$ cat src/rtl/instr_fetch_unit.sv
// Instruction fetch sequencer: owns the PC, absorbs RAM read latency, holds the IR.
// Optional retired-instruction counter enabled by defining IFU_INSTR_COUNT_EN.
module instr_fetch_unit #(
    parameter int ADDR_W     = 9,
    parameter int INSTR_W    = 16,
    parameter int OPC_W      = 6,
    parameter int JUMPZ_OPC  = 52,
    parameter int JUMPNZ_OPC = 47,
    parameter int HALT_OPC   = 46,
    parameter int LAST_ADDR  = 200
) (
    input  logic                     clk,
    input  logic                     rst_n,
    input  logic                     start,
    output logic [ADDR_W-1:0]        pc_addr,
    input  logic [INSTR_W-1:0]       instr_in,
    output logic [OPC_W-1:0]         ir_opcode,
    output logic [INSTR_W-OPC_W-1:0] ir_operand,
    output logic                     ir_valid,
    input  logic                     exec_done,
    input  logic                     z_flag,
    output logic                     halted,
    output logic                     pc_fault
`ifdef IFU_INSTR_COUNT_EN
    ,
    output logic [15:0]              retired_cnt
`endif
);

    localparam logic [OPC_W-1:0]  JZ   = OPC_W'(JUMPZ_OPC);
    localparam logic [OPC_W-1:0]  JNZ  = OPC_W'(JUMPNZ_OPC);
    localparam logic [OPC_W-1:0]  HLT  = OPC_W'(HALT_OPC);
    localparam logic [ADDR_W-1:0] LAST = ADDR_W'(LAST_ADDR);

    typedef enum logic [2:0] {
        S_IDLE,
        S_ISSUE,
        S_CAPTURE,
        S_EXEC,
        S_HALT
    } state_t;

    state_t state;

    logic [ADDR_W-1:0] target;
    logic              taken;
    logic              target_bad;
    logic              at_last;

    // Branch target is the low operand bits; the top operand bit is ignored
    assign target     = ir_operand[ADDR_W-1:0];
    assign taken      = ((ir_opcode == JZ) && z_flag) ||
                        ((ir_opcode == JNZ) && !z_flag);
    assign target_bad = target > LAST;
    assign at_last    = pc_addr == LAST;

    // Fetch/execute sequencer with registered PC, IR and status outputs
    always_ff @(posedge clk or negedge rst_n) begin
        if (!rst_n) begin
            state      <= S_IDLE;
            pc_addr    <= '0;
            ir_opcode  <= '0;
            ir_operand <= '0;
            ir_valid   <= 1'b0;
            halted     <= 1'b0;
            pc_fault   <= 1'b0;
`ifdef IFU_INSTR_COUNT_EN
            retired_cnt <= '0;
`endif
        end else begin
            unique case (state)
                S_IDLE: begin
                    if (start) begin
                        pc_addr <= '0;
                        state   <= S_ISSUE;
`ifdef IFU_INSTR_COUNT_EN
                        retired_cnt <= '0;
`endif
                    end
                end
                S_ISSUE: begin
                    state <= S_CAPTURE;
                end
                S_CAPTURE: begin
                    ir_opcode  <= instr_in[INSTR_W-1:INSTR_W-OPC_W];
                    ir_operand <= instr_in[INSTR_W-OPC_W-1:0];
                    ir_valid   <= 1'b1;
                    state      <= S_EXEC;
                end
                S_EXEC: begin
                    if (exec_done) begin
                        ir_valid <= 1'b0;
`ifdef IFU_INSTR_COUNT_EN
                        if (retired_cnt != 16'hFFFF)
                            retired_cnt <= retired_cnt + 16'd1;
`endif
                        if (ir_opcode == HLT) begin
                            halted <= 1'b1;
                            state  <= S_HALT;
                        end else if (taken) begin
                            if (target_bad) begin
                                pc_fault <= 1'b1;
                                halted   <= 1'b1;
                                state    <= S_HALT;
                            end else begin
                                pc_addr <= target;
                                state   <= S_ISSUE;
                            end
                        end else if (at_last) begin
                            pc_fault <= 1'b1;
                            halted   <= 1'b1;
                            state    <= S_HALT;
                        end else begin
                            pc_addr <= pc_addr + 1'b1;
                            state   <= S_ISSUE;
                        end
                    end
                end
                S_HALT: begin
                    if (start) begin
                        pc_addr <= '0;
                        halted  <= 1'b0;
                        state   <= S_ISSUE;
`ifdef IFU_INSTR_COUNT_EN
                        retired_cnt <= '0;
`endif
                    end
                end
                default: begin
                    state <= S_IDLE;
                end
            endcase
        end
    end

endmodule

$ cat config.mk
export PLATFORM = sky130hd
export DESIGN_NAME = instr_fetch_unit
export DESIGN_NICKNAME = d
export VERILOG_FILES = /design/src/rtl/instr_fetch_unit.sv
export SDC_FILE = /design/constraint.sdc
export NUM_CORES = 1
export LEC_CHECK = 0
export ABC_AREA = 1
export CAP_MARGIN = 20
export CORE_MARGIN = 10
export CORE_UTILIZATION = 51
export CTS_BUF_LIST = sky130_fd_sc_hd__clkbuf_16
export DETAILED_ROUTE_END_ITERATION = 10
export PLACE_DENSITY = 0.84
export SLEW_MARGIN = 10
export SYNTH_ARGS = -nofsm -noshare
export SYNTH_HDL_FRONTEND = slang
export SYNTH_SLANG_ARGS = --single-unit
$ cat constraint.sdc
create_clock -name clk -period 3 [get_ports clk]
set_input_delay 0.6 -clock clk [delete_from_list [all_inputs] [get_ports clk]]
set_output_delay 0.6 -clock clk [all_outputs]
set_load 0.03 [all_outputs]
# [After elaboration in Yosys (flattened, before gate mapping)]
# Cells that the tools add are included.
# Widths: inputs -> output; s select.
[word_totals] register_bits=31 input_bits=21 out_inout_bits=28 elab_cells=65
[classes] n_addsub=1 order_cmp=1 eq_ne=17 muxes=23 n_bitwise=1 reduce_logical=15
[op_table] cell="$mux 9" count=6
[op_table] cell="$eq 6x6->1 const B" count=3
[op_table] cell="$mux 3" count=6
[op_table] cell="$pmux 9 s2" count=1
[op_table] cell="$pmux 3 s4" count=1
[op_table] cell="$reduce_and 5->1" count=2
[op_table] cell="$add 9x1->9 const B" count=1
[op_table] cell="$eq 9x8->1 const B" count=1
[op_table] cell="$gt 9x8->1 const B" count=1
[op_table] cell="$ne 4x4->1 const B" count=2
[op_table] cell="$reduce_bool 2->1" count=4
[op_table] cell="$mux 1" count=7
[op_table] cell="$eq 3x2->1 const B" count=2
[op_table] cell="$ne 2x2->1 const B" count=3
[op_table] cell="$ne 3x3->1 const B" count=2
[op_table] cell="$reduce_and 6->1" count=1
[op_table] cell="$ne 2x1->1 const B" count=2
[op_table] cell="$pmux 1 s2" count=2
[op_table] cell="$reduce_and 2->1" count=2
[op_table] cell="$eq 3x1->1 const B" count=1
[op_table] cell="$eq 3x3->1 const B" count=1
[op_table] cell="$logic_not 3->1" count=1
[op_table] cell="$logic_and 1x1->1" count=2
[op_table] cell="$reduce_or 2->1" count=1
[op_table] cell="other kinds (3)" count=3

# [Longest topological paths before layout]
[logic_depth] depth_word=7 mapped_depth=11

# [Least setup slack after synthesis]
# OpenSTA, ideal clock, no wires.
[synth_timing] kind="reg-to-reg" from="register pc_addr[0]" to="register pc_addr[1]" setup_time_ns=0.066 arrival_ns=1.573 required_time_ns=2.934 slack_ns=1.360 stages_incl_launch_ff=12 path_buffers=0 cell_sequence="dfrtp_1 inv_1 ha_1 nand2_1 clkinv_1 nand2_1 nor2_1 nand3_1 nand4_4 nand2_4 nand2_1 nand2_1"
[synth_between] elab_chain_cells=6 elab_cells_between_ends=9 classes_between="add/sub: 1; eq/ne: 2; mux: 5; reduce/logical: 1"
[synth_lines] item="start: declaration" line_no="15" rtl="output logic [ADDR_W-1:0] pc_addr,"
[synth_lines] item="start signal: assignment" line_no="106" rtl="pc_addr <= target;"
[synth_lines] item="start signal: assignment" line_no="114" rtl="pc_addr <= pc_addr + 1'b1;"
[synth_lines] item="$add 9x1->9" line_no="114"
[synth_lines] item="$mux 9" line_no="109" rtl="end else if (at_last) begin"
[synth_lines] item="$mux 9" line_no="100" rtl="end else if (taken) begin"
[synth_lines] item="$mux 9" line_no="97" rtl="if (ir_opcode == HLT) begin"
[synth_lines] item="$mux 9" line_no="91" rtl="if (exec_done) begin"
[synth_lines] item="$pmux 9 s2" line_no="71" rtl="unique case (state)"
# Parallel ways exist; a longest one is shown, timed or not. The select of a mux whose other input is x is not followed.
# A chain may end at the register's enable or synchronous reset.

# [Final worst setup path]
[layout_timing] from="register pc_addr[2]" to="output port pc_addr[2]"
# No word-level cell between the ends.

==> flow_summary.toml <==
[run_status]
outcome = "finished, final reports clean"

[timing]
rsz0062_at_grt = "no"
slew_headroom = 0.6941
hold_violations = 0
fin_crit_ns = 2.069
finalCritPeriodShare = 0.6897
timing.hold.ws_ns = 0.4709
clock_skew_ns = 0.003184
worst_slew_pin_slew_ns = 0.4571
clock.fmax_mhz = 483.3
drv_slew = 0
fin_tns_setup_ns = 0
setup_viol = 0
finalWorstSetupSlack_ns = 0.9309

[global_route]
grt_pass1_vias = 1612
grt_max_degree = 32
grt_overflow = 0
grt_usage = 0.1489
grt_pass1_wl_um = 7348
antenna_found_initial = 0

[place]
post_dp_cell_area_um2 = 2225
port_buffers = 48
dp_slack_ns = 0.7813
place_inst = 318
post-dp-hpwl_um = 3166
routabilityCongestion = 0.8287

[floorplanning]
dieWidth_um = 77.57
num_rows = 20
die_height_um = 77.57
floorplan.die_area_um2 = 6017
start_util = 0.5448
design.core.area_um2 = 3103
io_pins = 49

[power_and_ir_drop]
p_leak_nw = 1.127
vdd_ir_drop_max_mv = 0.7195
power_switching_mw = 1.184
intPower_mw = 1.436
clockPowerShare = 0.177
combPwrFrac = 0.522
finalPower_mw = 2.620
power_density_nw_per_um2 = 1110
seqPwrFrac = 0.300
netSwitchingFraction = 0.4520

[setup_path]
criticalPathCategory = "reg2out"
crit_cells = 1
crit_start = "pc_addr[2]$_DFFE_PN0P_"
required_ns = 2.40
ff2ff_path_depth = 11
cp_data_arrival_time_ns = 1.47
critPathSlowestCell = "clkdlybuf4s50_1"
crit_end = "pc_addr[2]"
path_cells = "clkdlybuf4s50_1"
path_buf_inv = 1
timing.rr.start = "pc_addr[0]$_DFFE_PN0P_"
cp-end-kind = "output pin"
r2r_end = "pc_addr[5]$_DFFE_PN0P_"
cp_max_fo = 6
worstSetupStartpointType = "register"
ff2ff_setup_slack_ns = 1.23
max_stage_delay_ns = 0.72
path_delay_family = "buffers and inverters"

[finish]
final_nets = 304
final_util = 0.7609
fin_area_um2 = 2361
antennaDiodeCount = 0
layout_commonest_cell = "nand2_1"
layout_common_cells = "nand2_1 (74), clkdlybuf4s50_1 (48), dfrtp_1 (31)"
syn_to_final_growth_pct = 39.67
drive_above_1_share = 0.06028
nFillCells = 258
layout.cells.non_filler = 326

[clock_tree]
cts_resized = 0
cts-root-buf = "clkbuf_16"
clock-sinks = 31
cts_max_level = 2
cts-hold-fix-buffers = 0
clock_latency_ns = 0.28
clk_pin_slew_worst_paths_ns = 0.05
postCtsSetupRepairBufs = 0
cts_tree = "built"
clockBufferDepth = 2
numCtsBuffers = 5

[detailed_routing]
vias = 1605
routed_via_density = 4.923
wl_met1_um = 1862
route.met3.wl_um = 383
routed.top_layer = "met4"
wl_per_cell_um = 12.94
drtPass1Iterations = 4
drt_first_iter_violations = 196
drc = 0
drtAntennaViolNets = 0
wl_met2_um = 1902
routed_wl_um = 4217

[logic_synthesis]
synth_area_leader_cell = "dfrtp_1"
synth-edff-count = 0
ys_warn_count = 0
syn_nets = 251
yosysSeqAreaShare = 0.4589
muxShareOfSynthArea = 0
synth_area_um2 = 1690
synthCells = 228
synthAdderAreaFrac = 0.01480
synth_xor_xnor_area_share = 0.02591
synth-simple-area-share = 0.3175
yosys.area.top_type_share = 0.4589
synth_compound_area_frac = 0.1081
ys_seq_elements = 31
synth.area.top_cells = "dfrtp_1 (46%), nand2_1 (16%), o21ai_0 (6.2%)"
synth_top_family_by_area = "simple AND/OR/NAND/NOR gates"
avgSynthCellArea_um2 = 7.414
async_flop_share = 1.000
synth_cell_types = 25
synth_flop_cell = "dfrtp_1"

[worst_hold_path]
hold_depth = 2
hold_path_class = "reg2reg"

[run]
maxCapViolations = 0
sequential cells by signal, summed over array words and instances, names as in the netlist:
register,count
ir_operand,10
pc_addr,9
ir_opcode,6
state,3
halted,1
ir_valid,1
pc_fault,1
kinds of logic after synthesis:
logic type,Yosys count
AO/OA/AOI/OAI,35
XOR/XNOR,5
adder cells (fa/ha/maj),2
buffers and inverters,32
flip-flops,31
AND/OR/NAND/NOR,123
power groups by stage:
stage	clock [mW]	combinational (mW)	sequential [mW]
detailed placement	0	1.36	0.790
CTS	0.466	1.38	0.788
global placement	0	1.36	0.787
floorplan	0	0.526	1.10
global route	0.486	1.51	0.821
finish	0.465	1.37	0.787
per-layer routing:
layer | vias to the layer above | GRT usage
met5 | - | 0
met4 | 0 | 0.06569
met3 | 9 | 0.07028
met2 | 52 | 0.2349
met1 | 714 | 0.1685
li1 | 830 | -
cells in the mapped netlist, types with 3 or more instances:
library cell,count
dfrtp_1,31
a21oi_1,11
nand2_2,3
nand3_1,18
nor2_1,19
inv_1,26
nand2_1,74
o21ai_0,21
xnor2_1,3
cell type report:
cell class | instances | area (um^2) | area share
timing repair buffer | 50 | 495.5 | 0.2099
sequential | 31 | 775.7 | 0.3286
clock buffer | 5 | 125.1 | 0.05299
clock inverter | 3 | 11.26 | 0.004769
inverter | 28 | 105.1 | 0.04452
multi-input combinational | 165 | 793.3 | 0.3360
tap | 44 | 55.05 | 0.02332
worst min path at each step:
stage | startpoint | endpoint | slack (ns)
after global placement | ir_operand[9]$_DFFE_PN0P_ | ir_operand[9]$_DFFE_PN0P_ | 0.46
final | ir_operand[9]$_DFFE_PN0P_ | ir_operand[9]$_DFFE_PN0P_ | 0.47
after detailed placement | ir_operand[9]$_DFFE_PN0P_ | ir_operand[9]$_DFFE_PN0P_ | 0.46
after global routing | pc_fault$_DFFE_PN0P_ | pc_fault$_DFFE_PN0P_ | 0.49
after CTS | ir_operand[9]$_DFFE_PN0P_ | ir_operand[9]$_DFFE_PN0P_ | 0.48
after floorplan | rst_n | halted$_DFFE_PN0P_ | 0.30
No activity file was read; power rests on OpenSTA's default activity.
